$ cat src/rtl/peripheral_msi_slave_port_apb4_if.sv
// peripheral_msi_slave_port_apb4_if: master-port fan-in and single AHB-Lite slave bus of one slave port
interface peripheral_msi_slave_port_apb4_if #(
  parameter int PLEN = 64,
  parameter int XLEN = 64,
  parameter int MASTERS = 5
);
  logic [MASTERS-1:0][2:0]      mst_priority;
  logic [MASTERS-1:0]           mst_HSEL;
  logic [MASTERS-1:0][PLEN-1:0] mst_HADDR;
  logic [MASTERS-1:0][XLEN-1:0] mst_HWDATA;
  logic [MASTERS-1:0]           mst_HWRITE;
  logic [MASTERS-1:0][2:0]      mst_HSIZE;
  logic [MASTERS-1:0][2:0]      mst_HBURST;
  logic [MASTERS-1:0][3:0]      mst_HPROT;
  logic [MASTERS-1:0][1:0]      mst_HTRANS;
  logic [MASTERS-1:0]           mst_HMASTLOCK;
  logic [MASTERS-1:0]           mst_HREADY;
  logic [MASTERS-1:0]           can_switch;
  logic [MASTERS-1:0]           master_granted;
  logic [XLEN-1:0]              mst_HRDATA;
  logic                         mst_HREADYOUT;
  logic                         mst_HRESP;
  logic                         slv_HSEL;
  logic [PLEN-1:0]              slv_HADDR;
  logic [XLEN-1:0]              slv_HWDATA;
  logic                         slv_HWRITE;
  logic [2:0]                   slv_HSIZE;
  logic [2:0]                   slv_HBURST;
  logic [3:0]                   slv_HPROT;
  logic [1:0]                   slv_HTRANS;
  logic                         slv_HMASTLOCK;
  logic                         slv_HREADY;
  logic [XLEN-1:0]              slv_HRDATA;
  logic                         slv_HREADYOUT;
  logic                         slv_HRESP;
  modport slave (
    input  mst_priority, mst_HSEL, mst_HADDR, mst_HWDATA, mst_HWRITE, mst_HSIZE, mst_HBURST,
           mst_HPROT, mst_HTRANS, mst_HMASTLOCK, mst_HREADY, can_switch,
           slv_HRDATA, slv_HREADYOUT, slv_HRESP,
    output master_granted, mst_HRDATA, mst_HREADYOUT, mst_HRESP,
           slv_HSEL, slv_HADDR, slv_HWDATA, slv_HWRITE, slv_HSIZE, slv_HBURST,
           slv_HPROT, slv_HTRANS, slv_HMASTLOCK, slv_HREADY
  );
  modport master (
    output mst_priority, mst_HSEL, mst_HADDR, mst_HWDATA, mst_HWRITE, mst_HSIZE, mst_HBURST,
           mst_HPROT, mst_HTRANS, mst_HMASTLOCK, mst_HREADY, can_switch,
           slv_HRDATA, slv_HREADYOUT, slv_HRESP,
    input  master_granted, mst_HRDATA, mst_HREADYOUT, mst_HRESP,
           slv_HSEL, slv_HADDR, slv_HWDATA, slv_HWRITE, slv_HSIZE, slv_HBURST,
           slv_HPROT, slv_HTRANS, slv_HMASTLOCK, slv_HREADY
  );
endinterface

$ cat src/rtl/peripheral_msi_slave_port_apb4.sv
// peripheral_msi_slave_port_apb4: priority/round-robin arbiter and AHB-Lite mux in front of one slave
module peripheral_msi_slave_port_apb4 #(
  parameter int PLEN = 64,
  parameter int XLEN = 64,
  parameter int MASTERS = 5,
  parameter int SLAVES = 5
) (
  input logic HCLK,
  input logic HRESET,
  peripheral_msi_slave_port_apb4_if.slave bus
);
  localparam int IW = MASTERS > 1 ? $clog2(MASTERS) : 1;
  localparam logic [1:0] IDLE = 2'b00;
  if (SLAVES < 1) $error("SLAVES must be at least 1");
  logic [IW-1:0] gnt_idx, dph_idx, rr_ptr, win, c, sel;
  logic gnt_vld, dph_vld, found, switch_ok;
  logic [2:0] best;
  // strict '>' keeps the first candidate after rr_ptr on equal priority
  always_comb begin
    win = '0;
    best = '0;
    found = 1'b0;
    c = '0;
    for (int k = 1; k <= MASTERS; k++) begin
      c = IW'((int'(rr_ptr) + k) % MASTERS);
      if (bus.mst_HSEL[c] && (!found || bus.mst_priority[c] > best)) begin
        win = c;
        best = bus.mst_priority[c];
        found = 1'b1;
      end
    end
  end
  assign switch_ok = !gnt_vld || !bus.mst_HSEL[gnt_idx] || bus.can_switch[gnt_idx];
  assign sel = gnt_vld ? gnt_idx : '0;
  assign bus.slv_HSEL = gnt_vld && bus.mst_HSEL[gnt_idx];
  assign bus.slv_HTRANS = gnt_vld ? bus.mst_HTRANS[gnt_idx] : IDLE;
  assign bus.slv_HADDR = bus.mst_HADDR[sel];
  assign bus.slv_HWRITE = bus.mst_HWRITE[sel];
  assign bus.slv_HSIZE = bus.mst_HSIZE[sel];
  assign bus.slv_HBURST = bus.mst_HBURST[sel];
  assign bus.slv_HPROT = bus.mst_HPROT[sel];
  assign bus.slv_HMASTLOCK = bus.mst_HMASTLOCK[sel];
  assign bus.slv_HWDATA = dph_vld ? bus.mst_HWDATA[dph_idx] : '0;
  assign bus.slv_HREADY = dph_vld ? bus.mst_HREADY[dph_idx] : 1'b1;
  assign bus.mst_HRDATA = bus.slv_HRDATA;
  assign bus.mst_HREADYOUT = bus.slv_HREADYOUT;
  assign bus.mst_HRESP = bus.slv_HRESP;
  always_ff @(posedge HCLK or posedge HRESET)
    if (HRESET) begin
      gnt_idx <= '0;
      gnt_vld <= 1'b0;
      dph_idx <= '0;
      dph_vld <= 1'b0;
      rr_ptr <= IW'(MASTERS - 1);
      bus.master_granted <= '0;
    end else if (bus.slv_HREADYOUT) begin
      if (switch_ok) begin
        gnt_idx <= win;
        gnt_vld <= found;
        bus.master_granted <= found ? MASTERS'(1) << win : '0;
        if (found && (win != gnt_idx || !gnt_vld)) rr_ptr <= win;
      end
      dph_idx <= gnt_idx;
      dph_vld <= gnt_vld && bus.slv_HSEL && bus.slv_HTRANS != IDLE;
    end
endmodule

$ cat src/flat_wrapper.sv
// flat-port wrapper written by rule: the top's interface ports become plain ports
module peripheral_msi_slave_port_apb4_flat 
#(
  parameter int PLEN = 64,
  parameter int XLEN = 64,
  parameter int MASTERS = 5,
  parameter int SLAVES = 5
)
  (HCLK, HRESET, bus_mst_priority, bus_mst_HSEL, bus_mst_HADDR, bus_mst_HWDATA, bus_mst_HWRITE, bus_mst_HSIZE, bus_mst_HBURST, bus_mst_HPROT, bus_mst_HTRANS, bus_mst_HMASTLOCK, bus_mst_HREADY, bus_can_switch, bus_slv_HRDATA, bus_slv_HREADYOUT, bus_slv_HRESP, bus_master_granted, bus_mst_HRDATA, bus_mst_HREADYOUT, bus_mst_HRESP, bus_slv_HSEL, bus_slv_HADDR, bus_slv_HWDATA, bus_slv_HWRITE, bus_slv_HSIZE, bus_slv_HBURST, bus_slv_HPROT, bus_slv_HTRANS, bus_slv_HMASTLOCK, bus_slv_HREADY);
  peripheral_msi_slave_port_apb4_if #(.PLEN(PLEN), .XLEN(XLEN), .MASTERS(MASTERS)) bus_i ();
  input logic HCLK;
  input logic HRESET;
  input wire logic [$bits(bus_i.mst_priority)-1:0] bus_mst_priority;
  input wire logic [$bits(bus_i.mst_HSEL)-1:0] bus_mst_HSEL;
  input wire logic [$bits(bus_i.mst_HADDR)-1:0] bus_mst_HADDR;
  input wire logic [$bits(bus_i.mst_HWDATA)-1:0] bus_mst_HWDATA;
  input wire logic [$bits(bus_i.mst_HWRITE)-1:0] bus_mst_HWRITE;
  input wire logic [$bits(bus_i.mst_HSIZE)-1:0] bus_mst_HSIZE;
  input wire logic [$bits(bus_i.mst_HBURST)-1:0] bus_mst_HBURST;
  input wire logic [$bits(bus_i.mst_HPROT)-1:0] bus_mst_HPROT;
  input wire logic [$bits(bus_i.mst_HTRANS)-1:0] bus_mst_HTRANS;
  input wire logic [$bits(bus_i.mst_HMASTLOCK)-1:0] bus_mst_HMASTLOCK;
  input wire logic [$bits(bus_i.mst_HREADY)-1:0] bus_mst_HREADY;
  input wire logic [$bits(bus_i.can_switch)-1:0] bus_can_switch;
  input wire logic [$bits(bus_i.slv_HRDATA)-1:0] bus_slv_HRDATA;
  input wire logic [$bits(bus_i.slv_HREADYOUT)-1:0] bus_slv_HREADYOUT;
  input wire logic [$bits(bus_i.slv_HRESP)-1:0] bus_slv_HRESP;
  output wire logic [$bits(bus_i.master_granted)-1:0] bus_master_granted;
  output wire logic [$bits(bus_i.mst_HRDATA)-1:0] bus_mst_HRDATA;
  output wire logic [$bits(bus_i.mst_HREADYOUT)-1:0] bus_mst_HREADYOUT;
  output wire logic [$bits(bus_i.mst_HRESP)-1:0] bus_mst_HRESP;
  output wire logic [$bits(bus_i.slv_HSEL)-1:0] bus_slv_HSEL;
  output wire logic [$bits(bus_i.slv_HADDR)-1:0] bus_slv_HADDR;
  output wire logic [$bits(bus_i.slv_HWDATA)-1:0] bus_slv_HWDATA;
  output wire logic [$bits(bus_i.slv_HWRITE)-1:0] bus_slv_HWRITE;
  output wire logic [$bits(bus_i.slv_HSIZE)-1:0] bus_slv_HSIZE;
  output wire logic [$bits(bus_i.slv_HBURST)-1:0] bus_slv_HBURST;
  output wire logic [$bits(bus_i.slv_HPROT)-1:0] bus_slv_HPROT;
  output wire logic [$bits(bus_i.slv_HTRANS)-1:0] bus_slv_HTRANS;
  output wire logic [$bits(bus_i.slv_HMASTLOCK)-1:0] bus_slv_HMASTLOCK;
  output wire logic [$bits(bus_i.slv_HREADY)-1:0] bus_slv_HREADY;
  assign bus_i.mst_priority = bus_mst_priority;
  assign bus_i.mst_HSEL = bus_mst_HSEL;
  assign bus_i.mst_HADDR = bus_mst_HADDR;
  assign bus_i.mst_HWDATA = bus_mst_HWDATA;
  assign bus_i.mst_HWRITE = bus_mst_HWRITE;
  assign bus_i.mst_HSIZE = bus_mst_HSIZE;
  assign bus_i.mst_HBURST = bus_mst_HBURST;
  assign bus_i.mst_HPROT = bus_mst_HPROT;
  assign bus_i.mst_HTRANS = bus_mst_HTRANS;
  assign bus_i.mst_HMASTLOCK = bus_mst_HMASTLOCK;
  assign bus_i.mst_HREADY = bus_mst_HREADY;
  assign bus_i.can_switch = bus_can_switch;
  assign bus_i.slv_HRDATA = bus_slv_HRDATA;
  assign bus_i.slv_HREADYOUT = bus_slv_HREADYOUT;
  assign bus_i.slv_HRESP = bus_slv_HRESP;
  assign bus_master_granted = bus_i.master_granted;
  assign bus_mst_HRDATA = bus_i.mst_HRDATA;
  assign bus_mst_HREADYOUT = bus_i.mst_HREADYOUT;
  assign bus_mst_HRESP = bus_i.mst_HRESP;
  assign bus_slv_HSEL = bus_i.slv_HSEL;
  assign bus_slv_HADDR = bus_i.slv_HADDR;
  assign bus_slv_HWDATA = bus_i.slv_HWDATA;
  assign bus_slv_HWRITE = bus_i.slv_HWRITE;
  assign bus_slv_HSIZE = bus_i.slv_HSIZE;
  assign bus_slv_HBURST = bus_i.slv_HBURST;
  assign bus_slv_HPROT = bus_i.slv_HPROT;
  assign bus_slv_HTRANS = bus_i.slv_HTRANS;
  assign bus_slv_HMASTLOCK = bus_i.slv_HMASTLOCK;
  assign bus_slv_HREADY = bus_i.slv_HREADY;
  peripheral_msi_slave_port_apb4 #(.PLEN(PLEN), .XLEN(XLEN), .MASTERS(MASTERS), .SLAVES(SLAVES)) u_core (.HCLK(HCLK), .HRESET(HRESET), .bus(bus_i));
endmodule
$ cat config.mk
export PLATFORM = sky130hd
export DESIGN_NAME = peripheral_msi_slave_port_apb4_flat
export DESIGN_NICKNAME = d
export VERILOG_FILES = /design/src/rtl/peripheral_msi_slave_port_apb4_if.sv /design/src/rtl/peripheral_msi_slave_port_apb4.sv /design/src/flat_wrapper.sv
export SDC_FILE = /design/constraint.sdc
export NUM_CORES = 1
export LEC_CHECK = 0
export ABC_AREA = 1
export BUFFER_PORTS_ARGS = -buffer_cell sky130_fd_sc_hd__buf_2
export CORE_AREA = 8 8 396 398
export DETAILED_ROUTE_END_ITERATION = 16
export DIE_AREA = 0 0 404 406
export PLACE_DENSITY = 0.32
export RECOVER_POWER = 50
export SYNTH_ARGS = -nofsm -noshare
export SYNTH_HDL_FRONTEND = slang
export SYNTH_SLANG_ARGS = --single-unit
$ cat constraint.sdc
create_clock -name HCLK -period 9.4 [get_ports HCLK]
set_clock_uncertainty 0.2 [all_clocks]
set_input_delay 1.41 -clock HCLK [delete_from_list [all_inputs] [get_ports HCLK]]
set_output_delay 1.41 -clock HCLK [all_outputs]
set_load 0.1 [all_outputs]
==> results of run 1 <==
[cells in the mapped netlist (all sizes together)]
cell	instances
nand2	577
o21ai	267
inv	229
nor2	216
clkbuf	130
a21oi	91
buf	83
o22ai	79
a31o	76
nand3	74
o32ai	67
ha	38
dfrtp	15
o211ai	12
nand4	5
nor3	5
or2	5
o2111ai	4
clkinv	3
o31ai	3
xor2	3
o221ai	2
o32a	2
o41ai	2
a221oi	1
a311oi	1
a31oi	1
a32oi	1
dfstp	1
nor4	1
o2111a	1
o21bai	1
xnor2	1
[registers in the layout, indices dropped and copies added (netlist names)]
signal and flops:
u_core.dph_idx 3, u_core.gnt_idx 3, u_core.dph_vld 1, u_core.gnt_vld 1
u_core.bus.master_granted 5, u_core.rr_ptr 3
[kinds of logic (layout without fill, tap and decap cells)]
family,Yosys count,count (layout)
flops,16,16
compound gates,611,611
buf+inv,445,1146
xor+xnor,4,4
other cells,0,13
fa+ha+maj,38,38
simple gates,883,883
[final cells by class]
| class | count | area [µm²] | share of cell area (%) |
|---|---|---|---|
| inverter | 232 | 878 | 5.29 |
| tap | 2030 | 2540 | 15.3 |
| timing repair buffer | 910 | 4580 | 27.6 |
| antenna | 13 | 32.5 | 0.196 |
| sequential | 16 | 409 | 2.47 |
| clock buffer | 4 | 88.8 | 0.535 |
| multi-input combinational | 1536 | 8070 | 48.6 |
[routing by layer]
| layer | track usage [%] | wire length (µm) | up-vias |
|---|---|---|---|
| li1 | - | - | 8046 |
| met1 | 15.0 | 44300 | 7840 |
| met2 | 23.4 | 57900 | 914 |
| met3 | 6.37 | 14600 | 117 |
| met4 | 1.74 | 2150 | 12 |
| met5 | 0 | 73 | - |
[through the flow]
stage               setup slack, ns  area (µm²)
CTS                            1.04       16600
finish                         1.11       16600
floorplan                      2.22       10400
detailed placement             1.07       16500
global placement               1.07       16500
global route                 0.0410       16600
[worst reg2reg max path: cells and delay by family (launching register included)]
family	cells	cell delay, ns
adders and majority gates	6	2.05
DFF	1	0.57
buffers and inverters	6	0.84
xor gates and xnor gates	1	0.30
AOI/OAI and AO/OA	11	1.49
and+or+nand+nor	26	2.74
[path summary, 6_finish.rpt]
path                                                   start                           end  slack, ns
worst max-delay path                        u_core.rr_ptr[1]              u_core.rr_ptr[1]       1.11
worst min-delay path            u_core.bus.master_granted[3]  u_core.bus.master_granted[3]       0.29
worst max register to register              u_core.rr_ptr[1]              u_core.rr_ptr[1]       1.11
worst min register to register  u_core.bus.master_granted[3]  u_core.bus.master_granted[3]       0.29
max in group asynchronous                             HRESET             u_core.dph_idx[2]       7.42
min in group asynchronous                             HRESET             u_core.dph_idx[0]       1.06
==> results.txt, run 1 <==
----------------------------------------------------
[STA]
  Worst hold slack ... 0.289 ns
  Setup-failing EPs final ... 0
  Final sum of negative setup slack ... 0 ns
  Maximum clock frequency ... 121 MHz
  Final Hold Viols ... 0
  Unrepaired setup endpoints after global routing ... false
  Relative slew slack ... -39.2%
  Shortest clock period the worst path allows after layout ... 8.29 ns
  Number of pins with negative max-slew slack in the final report ... 187
  Period utilization ... 88.2%
  Transition at the pin with the smallest max-transition slack ... 2.09 ns

[Drt]
  Routed via count divided by cell count ... 3.57
  Number of routed nets with antenna violations ... 0
  Length of the first detailed-routing pass in iterations ... 5
  Average wire length per cell after detail routing ... 25.1 µm
  Number of DRC markers after the initial detailed-route iteration ... 1513
  DR vias ... 16900
  Post-route DRC ... 0
  Final Routed Wirelength ... 119000 µm

[Synthesis]
  Post-Synth Adder-Cell Area ... 4.59%
  Synth Area in XOR/XNOR ... 0.338%
  Largest area contributor in the netlist ... sky130_fd_sc_hd__nand2_1
  Portion of synthesized cell area occupied by the leading cell type ... 19.5%
  Average footprint of a synthesized cell ... 5.19 µm²
  Largest family of logic cells by synthesized area ... compound AO/OA/AOI/OAI gates
  Seq/Total Area, Yosys ... 3.87%
  Syn Std Cell Area ... 10400 µm²
  Simple-gate share of the synthesized area ... 35.5%
  Syn_nets ... 2843
  Number of unique standard cell types used by synthesis ... 55
  Largest cells by area after synthesis ... sky130_fd_sc_hd__nand2_1 (19%), sky130_fd_sc_hd__o21ai_0 (12%), sky130_fd_sc_hd__inv_1 (7.8%)
  Compound-Gate Fraction of Synth Area ... 37.0%
  Post-synthesis mux area share ... 0%
  Number of register bits inferred by synthesis ... 16
  Synth warn ... 0
  Synthesized instance count ... 1997

[Clock tree]
  Clock latency of the later-clocked register in the worst-skew pair ... 0.26 ns
  H-Tree Depth ... 1
  CTS tree ... built
  Quantity of gates resized following cts ... 0
  Inserted Clock Buffers ... 3
  Clock input transition at the sequential cells of the worst setup and hold paths ... 0.05 ns
  Number of sinks driven by the clock tree ... 16
  Clk root buf ... sky130_fd_sc_hd__clkbuf_16
  Number of buffers inserted to repair setup after CTS ... 0
  Buffer depth of the longest clock path ... 2
  Hold-fix buffers, CTS ... 0

[Worst setup path]
  Critical path buffers and inverters ... 6
  Kind of start point of the critical path ... register
  Delay contributed by the slowest stage of the critical path ... 0.58 ns
  Logic depth of the worst path, buffers included ... 50
  Depth of the most critical reg-to-reg path ... 50
  Slowest CP cell ... sky130_fd_sc_hd__ha_1
  Type of the worst setup path ... reg2reg
  Cell mode on critical path ... sky130_fd_sc_hd__nand2_1
  Critical path fanouts, max ... 14
  Arr. time, crit path ... 8.23 ns
  Data required time at the worst endpoint ... 9.35 ns
  CP delay by family, top ... simple AND/OR/NAND/NOR gates
  Sort of element at the end of the critical path ... register

[Finish]
  Fraction of the core area covered by cells at the end of the flow ... 11.0%
  Number of standard cells in the final layout excluding fillers ... 4741
  Top library cells by usage in the layout, fill and taps aside ... sky130_fd_sc_hd__buf_2 (858), sky130_fd_sc_hd__nand2_1 (536), sky130_fd_sc_hd__o21ai_0 (257)
  Number of nets in the finished design ... 3545
  Layout cell share with drive strength beyond 1 ... 38.7%
  Leading cell type in the layout, fill and taps excluded ... sky130_fd_sc_hd__buf_2
  Synth-to-layout area growth ... 60.1%
  Total of fill cells in the finished design ... 18200

[Place]
  Post-placement cell count ... 4724
  Final estimated routing congestion in global placement ... 0.939
  Detail Placement HPWL ... 107000 µm
  Number of input and output port buffers inserted ... 892

[GRT]
  Global-route wire length before repair ... 152000 µm
  Via count of the first global-routing pass ... 16700
  GR Util All Layers ... 13.3%
  GR Overflow Total ... 0
  Number of antenna violations at the first check in global routing ... 52
  Pin count of the biggest net entering global routing ... 138

[Worst hold path]
  Depth of the worst hold-timing path ... 2
  Hold Crit Class ... reg2reg

[Outcome]
  Violated checks ... max-capacitance violations, max-slew violations
  Result of the run ... finished, violations left

[Floorplan]
  Die height ... 406 µm
  Die outline area ... 164000 µm²
  Placeable Area ... 151000 µm²
  Count of standard-cell rows ... 143
  Die extent in x ... 404 µm
  Initial Util ... 6.88%
  Number of top-level pins ... 1023

[Flow run]
  Number of max-cap violations ... 11

----------------------------------------------------
Power of run 1 is left out: the tool's default activity adds up to more than one toggle a clock period on the data nets, which glitch-free logic cannot reach.
==> run 2, diff against run 1 <==
==> constraint.sdc (replaced) <==
create_clock -name HCLK -period 9.4 [get_ports HCLK]
set_clock_uncertainty 0.2 [all_clocks]
set_input_delay 2.35 -clock HCLK [delete_from_list [all_inputs] [get_ports HCLK]]
set_output_delay 2.35 -clock HCLK [all_outputs]
set_load 0.1 [all_outputs]
==> run 2 against run 1 <==
The flow still finishes with violations (max-capacitance violations, max-slew violations). Die area unchanged. Fmax down 1.4%. Via count down 0.77%. Register-to-register slack worse by 0.12 ns. Routed wire length up 0.17%. Critical endpoint is now u_core.rr_ptr[0].
==> results.txt, run 2 (synthesis results as in run 1) <==
----------------------------------------------------
[Flow run]
  Number of max-cap violations ... 2 (-9)

[Worst setup path]
  Arr. time, crit path ... 8.35 ns (+0.12 ns)
  Critical path buffers and inverters ... 5 (-1)
  CP delay by family, top ... simple AND/OR/NAND/NOR gates
  Data required time at the worst endpoint ... 9.35 ns (about the same)
  Sort of element at the end of the critical path ... register
  Slowest CP cell ... sky130_fd_sc_hd__dfrtp_1
  Critical path fanouts, max ... 10 (-4)
  Cell mode on critical path ... sky130_fd_sc_hd__nand2_1
  Type of the worst setup path ... reg2reg
  Kind of start point of the critical path ... register
  Delay contributed by the slowest stage of the critical path ... 0.59 ns (about the same)

[Clock tree]
  Buffer depth of the longest clock path ... 2 (unchanged)
  Inserted Clock Buffers ... 3 (unchanged)
  H-Tree Depth ... 1 (unchanged)
  Hold-fix buffers, CTS ... 0 (unchanged)
  CTS tree ... built
  Number of sinks driven by the clock tree ... 16 (unchanged)
  Clock input transition at the sequential cells of the worst setup and hold paths ... 0.06 ns (about the same)
  Clk root buf ... sky130_fd_sc_hd__clkbuf_16
  Number of buffers inserted to repair setup after CTS ... 0 (unchanged)
  Clock latency of the later-clocked register in the worst-skew pair ... 0.25 ns (about the same)
  Quantity of gates resized following cts ... 0 (unchanged)

[STA]
  Period utilization ... 89.4% (+1.2 points)
  Maximum clock frequency ... 119 MHz (-1.4%)
  Setup-failing EPs final ... 0 (unchanged)
  Number of pins with negative max-slew slack in the final report ... 79 (-58%)
  Unrepaired setup endpoints after global routing ... false
  Final sum of negative setup slack ... 0 ns (unchanged)
  Shortest clock period the worst path allows after layout ... 8.40 ns (+0.116 ns)
  Relative slew slack ... -42.4% (-3.2 points)
  Transition at the pin with the smallest max-transition slack ... 2.14 ns (+0.0477 ns)
  Final Hold Viols ... 0 (unchanged)

[Drt]
  DR vias ... 16800 (-0.77%)
  Average wire length per cell after detail routing ... 25.1 µm (about the same)
  Final Routed Wirelength ... 119000 µm (+0.17%)
  Routed wire length on met2 ... 58400 µm (+0.80%)
  Number of DRC markers after the initial detailed-route iteration ... 1681 (+11%)
  Top Metal Used ... met5
  Met3 wire len ... 13200 µm (-9.6%)
  Post-route DRC ... 0 (unchanged)
  DRT met1 WL ... 46100 µm (+4.1%)
  Length of the first detailed-routing pass in iterations ... 5 (unchanged)
  Routed via count divided by cell count ... 3.54 (-0.89%)
  Number of routed nets with antenna violations ... 0 (unchanged)

[Finish]
  Leading cell type in the layout, fill and taps excluded ... sky130_fd_sc_hd__buf_2
  Layout cell share with drive strength beyond 1 ... 38.8% (+0.039 points)
  Top library cells by usage in the layout, fill and taps aside ... sky130_fd_sc_hd__buf_2 (855), sky130_fd_sc_hd__nand2_1 (536), sky130_fd_sc_hd__o21ai_0 (257)
  Flip-flop count of the largest register, all copies and words added ... 5 (unchanged)
  Register containing the most flip-flops in the final layout ... u_core.bus.master_granted
  Synth-to-layout area growth ... 60.4%
  Number of nets in the finished design ... 3550 (+0.14%)

[Outcome]
  Result of the run ... finished, violations left
  Violated checks ... max-capacitance violations, max-slew violations

[GRT]
  Number of antenna violations at the first check in global routing ... 44 (-15%)
  GR Overflow Total ... 0 (unchanged)
  Pin count of the biggest net entering global routing ... 82 (-41%)
  Via count of the first global-routing pass ... 16600 (-0.34%)
  Global-route wire length before repair ... 153000 µm (+0.29%)
  GR Util All Layers ... 13.4% (+0.028 points)

[Floorplan]
  Count of standard-cell rows ... 143 (unchanged)
  Initial Util ... 6.88% (unchanged)
  Number of top-level pins ... 1023 (unchanged)
  Die extent in x ... 404 µm (unchanged)
  Placeable Area ... 151000 µm² (unchanged)
  Die height ... 406 µm (unchanged)
  Die outline area ... 164000 µm² (unchanged)

[Place]
  Final estimated routing congestion in global placement ... 0.970 (+3.3%)
  Number of input and output port buffers inserted ... 892 (unchanged)
  Detail Placement HPWL ... 107000 µm (+0.39%)

[Worst hold path]
  Hold Crit Class ... reg2reg

----------------------------------------------------
[run 2: area by class of cell]
cell class	instances	area (µm²)
multi-input combinational	1536	8070
sequential	16	417
fill	18200	134000
antenna	14	35.0
inverter	232	880
clock buffer	4	88.8
tap	2030	2540
timing repair buffer	915	4600
[run 2: routing by layer]
layer / track usage, % / vias to the layer above
li1: - / 8058
met1: 15.6 / 7737
met2: 23.2 / 914
met3: 5.66 / 84
met4: 1.93 / 6
met5: 0 / -
[run 2: path summary, 6_finish.rpt]
path | cells after the start | end | start | slack (ns)
min in group asynchronous | 2 | u_core.dph_idx[1] | HRESET | 1.99
hold reg to reg | 2 | u_core.bus.master_granted[3] | u_core.bus.master_granted[3] | 0.30
hold / removal | 2 | u_core.bus.master_granted[3] | u_core.bus.master_granted[3] | 0.30
max in group asynchronous | 2 | u_core.gnt_idx[0] | HRESET | 6.49
setup reg to reg | 56 | u_core.rr_ptr[0] | u_core.rr_ptr[1] | 1.0
setup / recovery | 56 | u_core.rr_ptr[0] | u_core.rr_ptr[1] | 1.0
[run 2: stage by stage]
stage | setup WS (ns) | cell area, µm² | hold slack, ns | instances | util, %
6_report | 0.997 | 16600 | 0.296 | 4747 | 11.0
5_1_grt | 0.132 | 16600 | 0.334 | 4743 | 11.0
3_3_place_gp | 1.04 | 16600 | 0.282 | 4729 | 11.0
4_1_cts | 1.01 | 16600 | 0.291 | 4733 | 11.1
2_1_floorplan | 2.08 | 10400 | 0.400 | 1997 | -
3_5_place_dp | 1.03 | 16600 | 0.278 | 4729 | 11.0
[run 2: worst reg2reg max path: cells and delay by family (launching register included)]
family / cells / cell delay [ns]
simple gates: 30 / 2.57
compound gates: 15 / 2.54
flops: 1 / 0.59
buf+inv: 5 / 0.60
fa+ha+maj: 6 / 1.81
Power of run 2 is left out for the same reason.
==> run 3, diff against run 2 <==
--- a/config.mk
+++ b/config.mk
@@ -10,7 +10,6 @@
 export CORE_AREA = 8 8 396 398
 export DETAILED_ROUTE_END_ITERATION = 16
 export DIE_AREA = 0 0 404 406
-export PLACE_DENSITY = 0.32
 export RECOVER_POWER = 50
 export SYNTH_ARGS = -nofsm -noshare
 export SYNTH_HDL_FRONTEND = slang
==> run 3 against run 2 <==
The flow still finishes with violations (max-capacitance violations, max-slew violations). Register-to-register slack got worse by 0.07 ns. Largest cell class unchanged. Global-route usage rose by 1.9 points. Via count rose by 3.5%. Die area did not move. Critical endpoint unchanged. Highest routed layer unchanged. Flip-flop and latch count did not move. First-iteration DRC count fell by 13%. Design area barely moved.
==> results.txt, run 3 (synthesis results as in run 1) <==
----------------------------------------------------
[GRT]
  Global-route wire length before repair ... 167000 µm (+9.2%)
  Pin count of the biggest net entering global routing ... 93 (+13%)
  Number of antenna violations at the first check in global routing ... 104 (+140%)
  GR Util All Layers ... 15.2% (+1.9 points)
  Met3 GRT Util ... 7.32% (+1.7 points)
  Via count of the first global-routing pass ... 16600 (-0.31%)
  GR met1 Demand/Resource ... 15.9% (+0.28 points)
  Most crowded layer after global routing ... met2
  Routing usage on met2 ... 26.9% (+3.7 points)
  GR Overflow Total ... 0 (unchanged)

[STA]
  Final Hold Viols ... 0 (unchanged)
  Setup-failing EPs final ... 0 (unchanged)
  Number of pins with negative max-slew slack in the final report ... 5 (-94%)
  Final sum of negative setup slack ... 0 ns (unchanged)
  Maximum clock frequency ... 118 MHz (-0.78%)
  Unrepaired setup endpoints after global routing ... false
  Period utilization ... 90.1% (+0.70 points)
  Relative slew slack ... -14.6% (+28 points)
  Transition at the pin with the smallest max-transition slack ... 1.73 ns (-0.409 ns)
  Shortest clock period the worst path allows after layout ... 8.47 ns (+0.0659 ns)

[Place]
  Number of input and output port buffers inserted ... 892 (unchanged)
  Detail Placement HPWL ... 123000 µm (+15%)
  Final estimated routing congestion in global placement ... 1.01 (+4.1%)
  Post-placement cell count ... 4726 (-0.063%)

[Worst setup path]
  Critical path buffers and inverters ... 5 (unchanged)
  Critical path fanouts, max ... 11 (+1)
  Delay contributed by the slowest stage of the critical path ... 0.69 ns (+0.10 ns)
  Sort of element at the end of the critical path ... register
  Cell mode on critical path ... sky130_fd_sc_hd__nand2_1
  Critical register-to-register path startpoint ... u_core.rr_ptr[2]
  Kind of start point of the critical path ... register
  Depth of the most critical reg-to-reg path ... 58 (+3.6%)
  Slowest CP cell ... sky130_fd_sc_hd__dfstp_2
  Data required time at the worst endpoint ... 9.38 ns (+0.03 ns)
  Logic depth of the worst path, buffers included ... 58 (+3.6%)
  Type of the worst setup path ... reg2reg
  Timing startpoint of the critical path ... u_core.rr_ptr[2]
  Arr. time, crit path ... 8.45 ns (+0.10 ns)
  Slack of the worst reg-to-reg path ... 0.93 ns (-0.07 ns)
  Destination of the worst register-to-register timing path ... u_core.rr_ptr[0]
  CP delay by family, top ... simple AND/OR/NAND/NOR gates

[Finish]
  Top library cells by usage in the layout, fill and taps aside ... sky130_fd_sc_hd__buf_2 (853), sky130_fd_sc_hd__nand2_1 (535), sky130_fd_sc_hd__o21ai_0 (257)
  Register containing the most flip-flops in the final layout ... u_core.bus.master_granted
  Number of standard cells in the final layout excluding fillers ... 4755 (+0.17%)
  Fraction of the core area covered by cells at the end of the flow ... 11.0% (about the same)
  Synth-to-layout area growth ... 60.5% (about the same)
  Total of fill cells in the finished design ... 18200 (-0.011%)
  Sequential Area ... 418 µm² (+0.30%)
  Flip-flop count of the largest register, all copies and words added ... 5 (unchanged)
  Leading cell type in the layout, fill and taps excluded ... sky130_fd_sc_hd__buf_2
  Number of nets in the finished design ... 3547 (-0.085%)
  Footprint of the multi-input gates ... 8080 µm² (+0.12%)
  Layout cell share with drive strength beyond 1 ... 38.7% (about the same)

[Worst hold path]
  Worst-case hold path end point ... u_core.bus.master_granted[3]
  Hold Crit Class ... reg2reg
  Depth of the worst hold-timing path ... 2 (unchanged)
  Hold path startpoint ... u_core.bus.master_granted[3]

[Clock tree]
  Inserted Clock Buffers ... 3 (unchanged)
  Buffer depth of the longest clock path ... 2 (unchanged)
  Quantity of gates resized following cts ... 0 (unchanged)
  CTS tree ... built
  Hold-fix buffers, CTS ... 0 (unchanged)
  Number of buffers inserted to repair setup after CTS ... 0 (unchanged)
  Clk root buf ... sky130_fd_sc_hd__clkbuf_16
  Clock input transition at the sequential cells of the worst setup and hold paths ... 0.05 ns (about the same)
  Number of sinks driven by the clock tree ... 16 (unchanged)
  H-Tree Depth ... 1 (unchanged)
  Clock latency of the later-clocked register in the worst-skew pair ... 0.25 ns (about the same)

[Drt]
  Number of DRC markers after the initial detailed-route iteration ... 1460 (-13%)
  Length of the first detailed-routing pass in iterations ... 7 (+2)
  Average wire length per cell after detail routing ... 28.4 µm (+13%)
  Routed via count divided by cell count ... 3.66 (+3.3%)
  Number of routed nets with antenna violations ... 0 (unchanged)
  Post-route DRC ... 0 (unchanged)
  DR vias ... 17400 (+3.5%)
  Final Routed Wirelength ... 135000 µm (+13%)

[Floorplan]
  Placeable Area ... 151000 µm² (unchanged)
  Count of standard-cell rows ... 143 (unchanged)
  Number of top-level pins ... 1023 (unchanged)
  Initial Util ... 6.88% (unchanged)
  Die outline area ... 164000 µm² (unchanged)
  Die extent in x ... 404 µm (unchanged)
  Die height ... 406 µm (unchanged)

[Flow run]
  Number of max-cap violations ... 5 (+3)

[Outcome]
  Result of the run ... finished, violations left
  Violated checks ... max-capacitance violations, max-slew violations

----------------------------------------------------
==> run 3: area by class of cell <==
type	instances	area share [%]
clock buffers	4	0.534
multi-input cells	1536	48.6
inverters	232	5.29
diodes	25	0.376
repair buffers	912	27.4
flip-flops and latches	16	2.51
well taps	2030	15.3
==> run 3: tightest hold or removal path, stage by stage, from the launching register on <==
cell and delay [ns]:
sky130_fd_sc_hd__dfrtp_1 0.34, sky130_fd_sc_hd__nand2_1 0.06, sky130_fd_sc_hd__o31ai_1 0.06
==> run 3: layer usage <==
layer  share of wire [%]  wire length, µm
met1                  35            47500
met2                  49            66200
met3                  12            15900
met4                 3.9             5320
met5                0.15              199
==> run 3: worst max-delay path by stage <==
| stage | to | slack [ns] |
|---|---|---|
| after floorplan | u_core.rr_ptr[1] | 2.08 |
| after global placement | u_core.rr_ptr[1] | 0.97 |
| after detailed placement | u_core.rr_ptr[0] | 0.84 |
| after CTS | u_core.rr_ptr[0] | 0.81 |
| after global routing | u_core.rr_ptr[0] | 0.05 |
| final | u_core.rr_ptr[0] | 0.93 |
==> run 3: per-stage QoR <==
stage	area (µm²)	hold slack (ns)	setup slack, ns
after floorplan	10400	0.400	2.08
after global placement	16500	0.272	0.971
after detailed placement	16500	0.272	0.843
after CTS	16600	0.284	0.813
after global routing	16600	0.320	0.0522
final	16600	0.289	0.931
Power of run 3 is left out for the same reason.
